### src/rtl/hotcache_pkg.sv
// Shared definitions for the bank access controller: FSM state encoding,
// timeout defaults and small helpers for picking the selected bank's signals.
package hotcache_pkg;

    typedef enum logic [1:0] {
        ST_IDLE  = 2'd0,
        ST_ISSUE = 2'd1,
        ST_WAIT  = 2'd2,
        ST_RESP  = 2'd3
    } bac_state_t;

    localparam int unsigned TIMEOUT_DEFAULT = 15;
    localparam int unsigned CNT_W           = 4;

    function automatic logic pickAck(input logic sel, input logic ack0, input logic ack1);
        return sel ? ack1 : ack0;
    endfunction

    function automatic logic [7:0] pickRdata(input logic sel, input logic [7:0] rdata0,
                                             input logic [7:0] rdata1);
        return sel ? rdata1 : rdata0;
    endfunction

endpackage

### src/rtl/chip_select_splitter.sv
// Splits a captured bank address into chip select, bank-local address and
// per-bank access strobes.
module chip_select_splitter (
    input  logic [0:7] i_addr,
    input  logic       i_strobe,
    output logic       o_chip_sel,
    output logic [0:6] o_local_addr,
    output logic       o_bank0_en,
    output logic       o_bank1_en
);

    assign o_chip_sel   = i_addr[7];
    assign o_local_addr = i_addr[0:6];
    assign o_bank0_en   = i_strobe & ~i_addr[7];
    assign o_bank1_en   = i_strobe &  i_addr[7];

endmodule

### src/rtl/bank_access_controller.sv
// Single-outstanding request/response bridge onto two memory banks sharing one
// bus, with a bounded wait for the selected bank's acknowledge.
module bank_access_controller
    import hotcache_pkg::*;
#(
    parameter int unsigned TIMEOUT = TIMEOUT_DEFAULT
) (
    input  logic       clk,
    input  logic       rst,
    input  logic       req_valid,
    output logic       req_ready,
    input  logic [0:7] req_addr,
    input  logic       req_we,
    input  logic [7:0] req_wdata,
    output logic       resp_valid,
    input  logic       resp_ready,
    output logic [7:0] resp_rdata,
    output logic       resp_err,
    output logic       bank0_en,
    output logic       bank1_en,
    output logic       bank_we,
    output logic [0:6] bank_addr,
    output logic [7:0] bank_wdata,
    input  logic       bank0_ack,
    input  logic       bank1_ack,
    input  logic [7:0] bank0_rdata,
    input  logic [7:0] bank1_rdata
);

    localparam logic [CNT_W-1:0] LAST_WAIT = CNT_W'(TIMEOUT - 1);

    bac_state_t       r_state;
    logic [CNT_W-1:0] r_count;
    logic             r_reqReady;
    logic             r_respValid;
    logic             r_respErr;
    logic [7:0]       r_respRdata;
    logic             r_issue;
    logic [0:7]       r_addr;
    logic             r_we;
    logic [7:0]       r_wdata;

    logic             w_chipSel;
    logic             w_selAck;
    logic [7:0]       w_selRdata;

    chip_select_splitter u_splitter (
        .i_addr       (r_addr),
        .i_strobe     (r_issue),
        .o_chip_sel   (w_chipSel),
        .o_local_addr (bank_addr),
        .o_bank0_en   (bank0_en),
        .o_bank1_en   (bank1_en)
    );

    assign w_selAck   = pickAck(w_chipSel, bank0_ack, bank1_ack);
    assign w_selRdata = pickRdata(w_chipSel, bank0_rdata, bank1_rdata);

    // The ack check precedes the timeout check so a last-cycle ack still completes normally.
    always_ff @(posedge clk) begin
        if (rst) begin
            r_state     <= ST_IDLE;
            r_count     <= '0;
            r_reqReady  <= 1'b1;
            r_respValid <= 1'b0;
            r_respErr   <= 1'b0;
            r_respRdata <= 8'h00;
            r_issue     <= 1'b0;
            r_addr      <= '0;
            r_we        <= 1'b0;
            r_wdata     <= 8'h00;
        end else begin
            r_issue <= 1'b0;
            case (r_state)
                ST_IDLE: begin
                    if (req_valid) begin
                        r_addr     <= req_addr;
                        r_we       <= req_we;
                        r_wdata    <= req_wdata;
                        r_reqReady <= 1'b0;
                        r_issue    <= 1'b1;
                        r_state    <= ST_ISSUE;
                    end
                end
                ST_ISSUE: begin
                    r_count <= '0;
                    r_state <= ST_WAIT;
                end
                ST_WAIT: begin
                    if (w_selAck) begin
                        r_respRdata <= r_we ? 8'h00 : w_selRdata;
                        r_respErr   <= 1'b0;
                        r_respValid <= 1'b1;
                        r_state     <= ST_RESP;
                    end else if (r_count == LAST_WAIT) begin
                        r_count     <= r_count + CNT_W'(1);
                        r_respRdata <= 8'h00;
                        r_respErr   <= 1'b1;
                        r_respValid <= 1'b1;
                        r_state     <= ST_RESP;
                    end else begin
                        r_count <= r_count + CNT_W'(1);
                    end
                end
                ST_RESP: begin
                    if (resp_ready) begin
                        r_respValid <= 1'b0;
                        r_respErr   <= 1'b0;
                        r_respRdata <= 8'h00;
                        r_reqReady  <= 1'b1;
                        r_state     <= ST_IDLE;
                    end
                end
                default: r_state <= ST_IDLE;
            endcase
        end
    end

    assign req_ready  = r_reqReady;
    assign resp_valid = r_respValid;
    assign resp_err   = r_respErr;
    assign resp_rdata = r_respRdata;
    assign bank_we    = r_we;
    assign bank_wdata = r_wdata;

endmodule
### config.mk
export PLATFORM = sky130hd
export DESIGN_NAME = bank_access_controller
export DESIGN_NICKNAME = d
export VERILOG_FILES = /design/src/rtl/hotcache_pkg.sv /design/src/rtl/chip_select_splitter.sv /design/src/rtl/bank_access_controller.sv
export SDC_FILE = /design/constraint.sdc
export NUM_CORES = 1
export LEC_CHECK = 0
export ABC_AREA = 1
export ABC_CLOCK_PERIOD_IN_PS = 4400
export CORE_UTILIZATION = 46
export CTS_CLUSTER_SIZE = 28
export DETAILED_ROUTE_END_ITERATION = 16
export GPL_ROUTABILITY_DRIVEN = 1
export GPL_TIMING_DRIVEN = 1
export PLACE_DENSITY = 0.9
export SLEW_MARGIN = 40
export SYNTH_ARGS = -nofsm -noshare
export SYNTH_HDL_FRONTEND = slang
export SYNTH_SLANG_ARGS = --single-unit
export TNS_END_PERCENT = 50
### constraint.sdc
create_clock -name clk -period 4.4 [get_ports clk]
set_clock_uncertainty 0.2 [all_clocks]
set_input_delay 0.44 -clock clk [delete_from_list [all_inputs] [get_ports clk]]
set_output_delay 0.44 -clock clk [all_outputs]
set_load 0.01 [all_outputs]
Word level (Yosys, flattened, before mapping)

Index checks and enable logic that the tools add are counted.

Shift operators: 0
Divide/modulo/power cells: 0
Reductions and logical operators: 10
Multiply operators: 0
Equal/unequal tests: 8
Bitwise logic cells: 4
$lt $le $gt $ge: 0
Muxes and demuxes: 24
$add $sub $neg: 1

Operator list:

| cell                  | count |
|---|---|
| $mux W8               | 5 |
| $pmux W8 S2           | 1 |
| $reduce_and A3 Y1     | 3 |
| $mux W1               | 8 |
| $mux W2               | 4 |
| $pmux W2 S4           | 1 |
| $pmux W4 S2           | 1 |
| $ne A2 B2 Y1 const B  | 3 |
| $pmux W1 S2           | 3 |
| $reduce_bool A2 Y1    | 3 |
| $add A4 B1 Y4 const B | 1 |
| $eq A2 B2 Y1 const B  | 2 |
| $eq A4 B4 Y1 const B  | 1 |
| $mux W4               | 1 |
| $reduce_and A2 Y1     | 2 |
| $ne A3 B3 Y1 const B  | 1 |
| $and A1 B1 Y1         | 2 |
| $eq A2 B1 Y1 const B  | 1 |
| $logic_not A2 Y1      | 1 |
| $not A1 Y1            | 2 |
| $reduce_or A2 Y1      | 1 |

Bits in read-only memories: 0
Latch bits: 0
Memories: 0
Flip-flop bits (word level): 35
Memory bits (writable): 0
Output and inout bits: 29
Input bits: 39

Depth between registers and ports, before layout

Gate-level depths: netlist (run 1).

Word-level depth: 4
Mapped depth: 9

Modules after synthesis

A second synthesis (run 1) with hierarchy kept.

Cell total of the unflattened synthesis: 235
Area total of the unflattened synthesis: 1720.4 µm²

Modules (own cells, without submodules):

| module                 | area each (µm²) | times used | cells an instance |
|---|---|---|---|
| bank_access_controller | 1642.8          | 1          | 223 |
| chip_select_splitter   | 77.6            | 1          | 12 |

Worst setup path before layout (run 1)

No wires, ideal clock.

Kind: flip-flop to flip-flop
From: reg r_state[0]
To: reg r_respRdata[5], in the netlist resp_rdata[5]
Setup slack: 2.796 ns
Cell stages (with the launch flop): 9
Data arrival time: 1.289 ns
Buffers on the path: 1
Setup time: 0.115 ns
Cells stage by stage: dfxtp_1 -> inv_1 -> ha_1 -> inv_2 -> a21oi_2 -> buf_4 -> nand3_1 -> nand2_1 -> nor2_1

Longest elaborated chain between the ends: 3
Elaborated cells on any way between the ends: 7
Those cells by class: eq/ne (4); mux (1); reduce/logical (2)

Ends and longest elaborated chain:

| what                                           | line                         | RTL |
|---|---|---|
| start: declaration                             | bank_access_controller.sv:32 | `bac_state_t r_state;` |
| start signal: assignment                       | bank_access_controller.sv:62 | `r_state <= ST_IDLE;` |
| start signal: assignment                       | bank_access_controller.sv:82 | `r_state <= ST_ISSUE;` |
| start signal: assignment                       | bank_access_controller.sv:87 | `r_state <= ST_WAIT;` |
| $eq A2 B2 Y1                                   | bank_access_controller.sv:74 | `case (r_state)` |
| $ne A3 B3 Y1 (no line) (tied with other cells) | -                            |  |
| $reduce_and A3 Y1 (no line)                    | -                            |  |
| end signal: assignment                         | bank_access_controller.sv:91 | `r_respRdata <= r_we ? 8'h00 : w_selRdata;` |
| end: declaration                               | bank_access_controller.sv:37 | `logic [7:0] r_respRdata;` |

Parallel ways exist; a longest one is shown, timed or not.
A chain may end at the register's enable or synchronous reset.

Worst setup path in the final report (run 1)

From: reg r_addr[7] (netlist bit)
To: out bank1_en

Longest elaborated chain between the ends: 1

Ends and longest elaborated chain:

| what                     | line                         | RTL |
|---|---|---|
| start: declaration       | bank_access_controller.sv:39 | `logic [0:7] r_addr;` |
| start signal: assignment | bank_access_controller.sv:77 | `r_addr <= req_addr;` |
| $and A1 B1 Y1            | chip_select_splitter.sv:15   | `assign o_bank1_en = i_strobe & i_addr[7];` |
| end: declaration         | bank_access_controller.sv:20 | `output logic bank1_en,` |

No other way between the ends.

==> reports/results.txt, run 1 <==
hold_buf cts -> 0
RSZ-0062 raised after global routing -> false
DR vias -> 1674
total gr overflow -> 0
Cell Rows -> 21
hold_ws -> 294.9 ps
Mapped Nets -> 283
total clock sinks -> 35
cell family with most CP delay -> buffers and inverters
crit path DAT -> 1650 ps
final setup fails -> 0
CTS tree -> done
Die Width -> 61.81 µm
Power Density -> 577.8 mW/mm²
Crit. End Element -> primary output
Total GRT Usage -> 21.79%
Num CTS Buffers -> 5
initial antenna violation count -> 0
post-synthesis simple-gate area fraction -> 32.09%
setup_tns -> 0 ps
WP buf/inv -> 2
CP max stage cell -> dfxtp_1
number of I/O pins -> 68
synth top area cells -> dfxtp_1 (43%), nor2_1 (14%), nand2_1 (11%)
chip height -> 61.81 µm
Final Hold Fails -> 0
VDD IR max -> 0.3038 mV
mux contribution to synthesized area -> 0%
startpoint types -> register
layout cells sized above 1 -> 4.950%
final core utilization -> 71.06%
residual DRC count -> 0
post-route cell area -> 0.002409 mm²
nets -> 348
f_max -> 436.3 MHz
DR WL/cell -> 10.92 µm
Yosys reg bits -> 35
Area Overhead vs Synth -> 46.39%
Worst-Skew Late Latency -> 340 ps
CP cell instances -> nand2_1 -> inv_1 -> clkdlybuf4s50_1
Routed Antenna Nets -> 0
Final period util -> 52.09%
max_slew headroom -> 50.68%
slew of the pin with the lowest slew margin -> 735.3 ps
first-pass GRT wire length -> 6058 µm
Vias/cell -> 4.797
post-CTS setup buffers -> 0
Root Driver -> clkbuf_4
Static Leakage -> 0.001037 µW
placed cell area -> 0.002327 mm²
Seq/Total Area, Yosys -> 42.59%
main combinational cell family by area after synthesis -> simple AND/OR/NAND/NOR gates
outcome -> completed
drt pass-1 iters -> 4
gp weighted congestion -> 0.7876
vias in the first global route -> 1520
final count of pins violating max slew -> 0
largest net degree at the start of global routing -> 33
worst-path maximum fanout -> 14
adder-cell share of the synthesized area -> 5.323%
Largest stage delay, worst path -> 610 ps
final WL -> 3812 µm
min cycle time layout -> 2292 ps
post-CTS sizing -> 0
Detail Placement HPWL -> 2792 µm
complex-gate fraction of the synthesized area -> 12.55%
Max-cap violations -> 0
synth unique cells -> 21
Inserted Diodes -> 0
initial core utilization -> 48.54%
core area -> 0.003390 mm²
H-tree levels -> 2
Initial DRC Count -> 74
Worst Path Required -> 3760 ps
area leader, netlist -> dfxtp_1
Crit Path Category -> register to primary output
Die ar. -> 0.003820 mm²
Port-buffer cells -> 67
XOR/XNOR Fraction of Synth Area -> 0.5323%
CTS clk-pin slew, worst paths -> 100 ps
syn avg cell area -> 6.942 µm²
Cells after Synth -> 237
top cell type's share of synthesized area -> 42.59%
Max Buffers Root-to-Sink -> 2
class of the worst hold path -> register to register
total of warnings raised by yosys -> 0
area of the mapped netlist -> 0.001645 mm²
==> cell usage after synthesis <==
master and count:
buf_4 1, dfxtp_1 35, a21oi_2 1, clkbuf_1 6
a21oi_1 12, nand2_1 47, xor2_1 1, a21boi_0 4
o211ai_1 1, inv_1 16, or2_1 1, nor2_1 61
ha_1 7, inv_2 2, o21ai_0 19, nand2_2 3
nand3_1 16, buf_6 1, nand3_4 1, o21ai_1 1
buf_2 1
==> per-stage QoR <==
stage,cells,total power (µW),setup WS [ps]
3_3_place_gp,341,1153,2223
6_report,349,1392,2108
3_5_place_dp,341,1169,2210
5_1_grt,349,1522,2012
4_1_cts,349,1402,2084
2_1_floorplan,237,908.4,2796
==> final cells by class <==
type                            instances  area [µm²]
Sequential cell                        35       700.7
Multi-Input combinational cell        175       830.8
Inverter                               18       67.56
Fill cell                             276       980.9
Timing Repair Buffer                   67       670.6
Tap cell                               46       57.56
Clock inverter                          3       43.79
Clock buffer                            5       37.54
==> report_power, final <==
part           switching, µW  internal [µW]
combinational            358            321
sequential              64.6            420
clock                    109            120
==> layout by cell type, fill, tap and decap left out, drive strengths merged, types with 4 or more instances in the layout <==
cell type,n
a21boi,4
nand3,17
clkdlybuf4s50,67
nand2,50
dfxtp,35
ha,7
nor2,61
clkbuf,5
a21oi,13
o21ai,20
inv,17
==> sequential cells by signal (all words and copies together) (netlist names) <==
name	cells
bank_wdata	8
bank_we	1
r_addr	8
r_count	4
r_issue	1
r_state	2
req_ready	1
resp_err	1
resp_rdata	8
resp_valid	1
==> path summary, 6_finish.rpt <==
kind / from / to / slack [ps] / cells after the start
min reg2reg: resp_err / resp_err / 290 / 2
max reg2reg: r_state[0] / r_addr[1] / 2360 / 6
max: r_addr[7] / bank1_en / 2110 / 3
min: resp_err / resp_err / 290 / 2
==> cell families after synthesis <==
group / count (synthesis)
flip-flops: 35
AND/OR/NAND/NOR: 129
AO/OA/AOI/OAI: 38
buffers and inverters: 27
XOR/XNOR: 1
adder cells (fa/ha/maj): 7
==> metal layers <==
| metal | vias to the layer above | part of all wire [%] | GRT usage, % |
|---|---|---|---|
| met5 | - | 0 | 0 |
| met4 | 0 | 2.4 | 10.16 |
| met3 | 12 | 7.1 | 5.590 |
| met2 | 60 | 48 | 40.40 |
| met1 | 724 | 43 | 22.94 |
| li1 | 878 | - | - |
==> worst reg2reg max path: stages, from the launching register on <==
cell and delay [ps]:
dfxtp_1 400, inv_1 100, ha_1 220, nand2_1 410, inv_1 370, nor2_1 180
nor2_1 60
Power figures use the tool's default switching activity.
==> run 2, diff against run 1 <==
--- a/config.mk
+++ b/config.mk
@@ -6,13 +6,13 @@
 export NUM_CORES = 1
 export LEC_CHECK = 0
 export ABC_AREA = 1
-export ABC_CLOCK_PERIOD_IN_PS = 4400
-export CORE_UTILIZATION = 46
+export ABC_CLOCK_PERIOD_IN_PS = 2310
+export CORE_UTILIZATION = 42
 export CTS_CLUSTER_SIZE = 28
 export DETAILED_ROUTE_END_ITERATION = 16
 export GPL_ROUTABILITY_DRIVEN = 1
 export GPL_TIMING_DRIVEN = 1
-export PLACE_DENSITY = 0.9
+export PLACE_DENSITY = 0.84
 export SLEW_MARGIN = 40
 export SYNTH_ARGS = -nofsm -noshare
 export SYNTH_HDL_FRONTEND = slang
==> constraint.sdc (replaced) <==
create_clock -name clk -period 2.31 [get_ports clk]
set_clock_uncertainty 0.2 [all_clocks]
set_input_delay 0.231 -clock clk [delete_from_list [all_inputs] [get_ports clk]]
set_output_delay 0.231 -clock clk [all_outputs]
set_load 0.01 [all_outputs]
==> run 2 against run 1 <==
Sequential share of layout area down 0.39 points. Sequential power up 87%. Clock-buffer cell count up 2. Global-route usage decreased by 1.6 points. Core utilization fell by 5.4 points. Worst setup slack worse by 1800 ps. Hold slack got worse by 12 ps. Final cell count increased by 1.7%. Total power rose by 91%. Register-to-register slack worse by 2000 ps. Largest cell class unchanged. Highest routed layer unchanged.
==> reports/results.txt, run 2 (synthesis gave the netlist of run 1 again) <==
final WL -> 3928 µm
Reg power frac -> 34.1%
Worst-Skew Late Latency -> 280 ps
Final period util -> 85.11%
Power Density -> 1090 mW/mm²
Vias/cell -> 4.744
total clock sinks -> 35
nets -> 352
final count of pins violating max slew -> 0
Routed Antenna Nets -> 0
setup_tns -> 0 ps
layout cells sized above 1 -> 5.537%
HP Start -> bank_wdata[1]
Initial DRC Count -> 99
Num CTS Buffers -> 5
class of the worst hold path -> register to register
H-tree levels -> 2
Max Buffers Root-to-Sink -> 2
sw power -> 1019 µW
slew of the pin with the lowest slew margin -> 519.3 ps
residual DRC count -> 0
worst reg2reg path depth -> 7
Internal -> 1642 µW
Area Overhead vs Synth -> 48.36%
total area of sequential cells -> 700.7 µm²
Die Width -> 64.59 µm
initial core utilization -> 44.28%
crit-path most repeated cell -> nor2_1
final core utilization -> 65.69%
Die ar. -> 0.004172 mm²
worst-path maximum fanout -> 13
VDD IR max -> 0.5616 mV
most common cell after layout, fill and taps aside -> clkdlybuf4s50_1
worst flop-to-flop path endpoint -> resp_rdata[7]
cell family with most CP delay -> compound AO/OA/AOI/OAI gates
FILL cells -> 333
Final Hold Fails -> 0
total gr overflow -> 0
r2r setup slk -> 340 ps
startpoint types -> register
Crit. End Element -> register
outcome -> completed
Worst Path Required -> 2290 ps
max_slew headroom -> 65.38%
post-CTS sizing -> 0
largest net degree at the start of global routing -> 20
CP max stage cell -> a21oi_2
RR Startpoint -> r_state[0]
Inserted Diodes -> 0
post-route cell area -> 0.002441 mm²
drt pass-1 iters -> 4
Detail Placement HPWL -> 2912 µm
Crit Path Category -> register to register
chip height -> 64.59 µm
min cycle time layout -> 1966 ps
Root Driver -> clkbuf_8
placed cell area -> 0.002360 mm²
core area -> 0.003716 mm²
switching share of power -> 38.29%
CTS tree -> done
Max-cap violations -> 0
gp weighted congestion -> 0.7613
Pwr Total -> 2661 µW
clock network fraction of total power -> 15.8%
hold endpoint -> bank_wdata[1]
post-CTS setup buffers -> 0
first-pass GRT wire length -> 6417 µm
Port-buffer cells -> 67
Multi-input gate area -> 830.8 µm²
Hold Path Stages -> 2
initial antenna violation count -> 0
Largest stage delay, worst path -> 430 ps
vias in the first global route -> 1552
crit path DAT -> 1950 ps
final setup fails -> 0
WP buf/inv -> 2
hold_ws -> 282.7 ps
f_max -> 508.7 MHz
Total GRT Usage -> 20.15%
RSZ-0062 raised after global routing -> false
CP cell instances -> inv_1 -> ha_1 -> inv_2 -> a21oi_2 -> nand2_2 -> nor2_1 -> nor2_1
number of I/O pins -> 68
DR vias -> 1684
CTS clk-pin slew, worst paths -> 70 ps
commonest non-fill, non-tap cells in the layout -> clkdlybuf4s50_1 (67), nor2_1 (61), nand2_1 (47), dfxtp_1 (35), o21ai_0 (19)
hold_buf cts -> 0
Logic pwr share -> 50.1%
DR WL/cell -> 11.06 µm
Cell Rows -> 22
Static Leakage -> 0.001057 µW
## run 2: changes by cell type in the layout (fill, tap and decap cells not counted), sizes merged
cell,change
clkinv,-2
buf,+4
inv,+1
bufinv,-1
clkbuf,+2
## run 2: tightest hold or removal path: stages, from the launching register on
cell,delay [ps]
dfxtp_1,330
nor2_1,40
nor2_1,80
## run 2: how the worst max path moves through the flow
stage	end	slack, ps	depth (start not counted)	from
3_3_place_gp	resp_rdata[1]	420	7	r_state[0]
3_5_place_dp	resp_rdata[7]	340	7	r_state[0]
2_1_floorplan	resp_rdata[5]	710	8	r_state[0]
4_1_cts	resp_rdata[7]	330	7	r_state[0]
6_report	resp_rdata[7]	340	7	r_state[0]
5_1_grt	resp_rdata[1]	190	8	r_state[0]
## run 2: cell type report
class,instances,area share (%)
Clock buffer,7,3.127
Clock inverter,1,0.2050
Inverter,18,2.768
Multi-Input combinational cell,175,34.03
Sequential cell,35,28.70
Tap cell,48,2.460
Timing Repair Buffer,71,28.70
## run 2: routing by layer
| layer | wire, µm | track usage [%] | vias to the layer above |
|---|---|---|---|
| li1 | - | - | 887 |
| met1 | 1697 | 21.74 | 746 |
| met2 | 1916 | 36.18 | 44 |
| met3 | 247 | 5.986 | 7 |
| met4 | 67 | 8.611 | 0 |
| met5 | 0 | 0 | - |
## run 2: power by group through the flow
stage	combinational, µW	sequential, µW	clock (µW)
after CTS	1350	907	428
final	1330	907	421
after global routing	1510	927	451
after floorplan	739	991	0
after detailed placement	1340	920	0
after global placement	1310	915	0
## run 2: per-stage QoR
step	setup slack (ps)	std cells
after CTS	332.7	355
after floorplan	706.4	237
after global placement	418.8	347
after detailed placement	338.3	347
after global routing	187.1	355
final	344.0	355
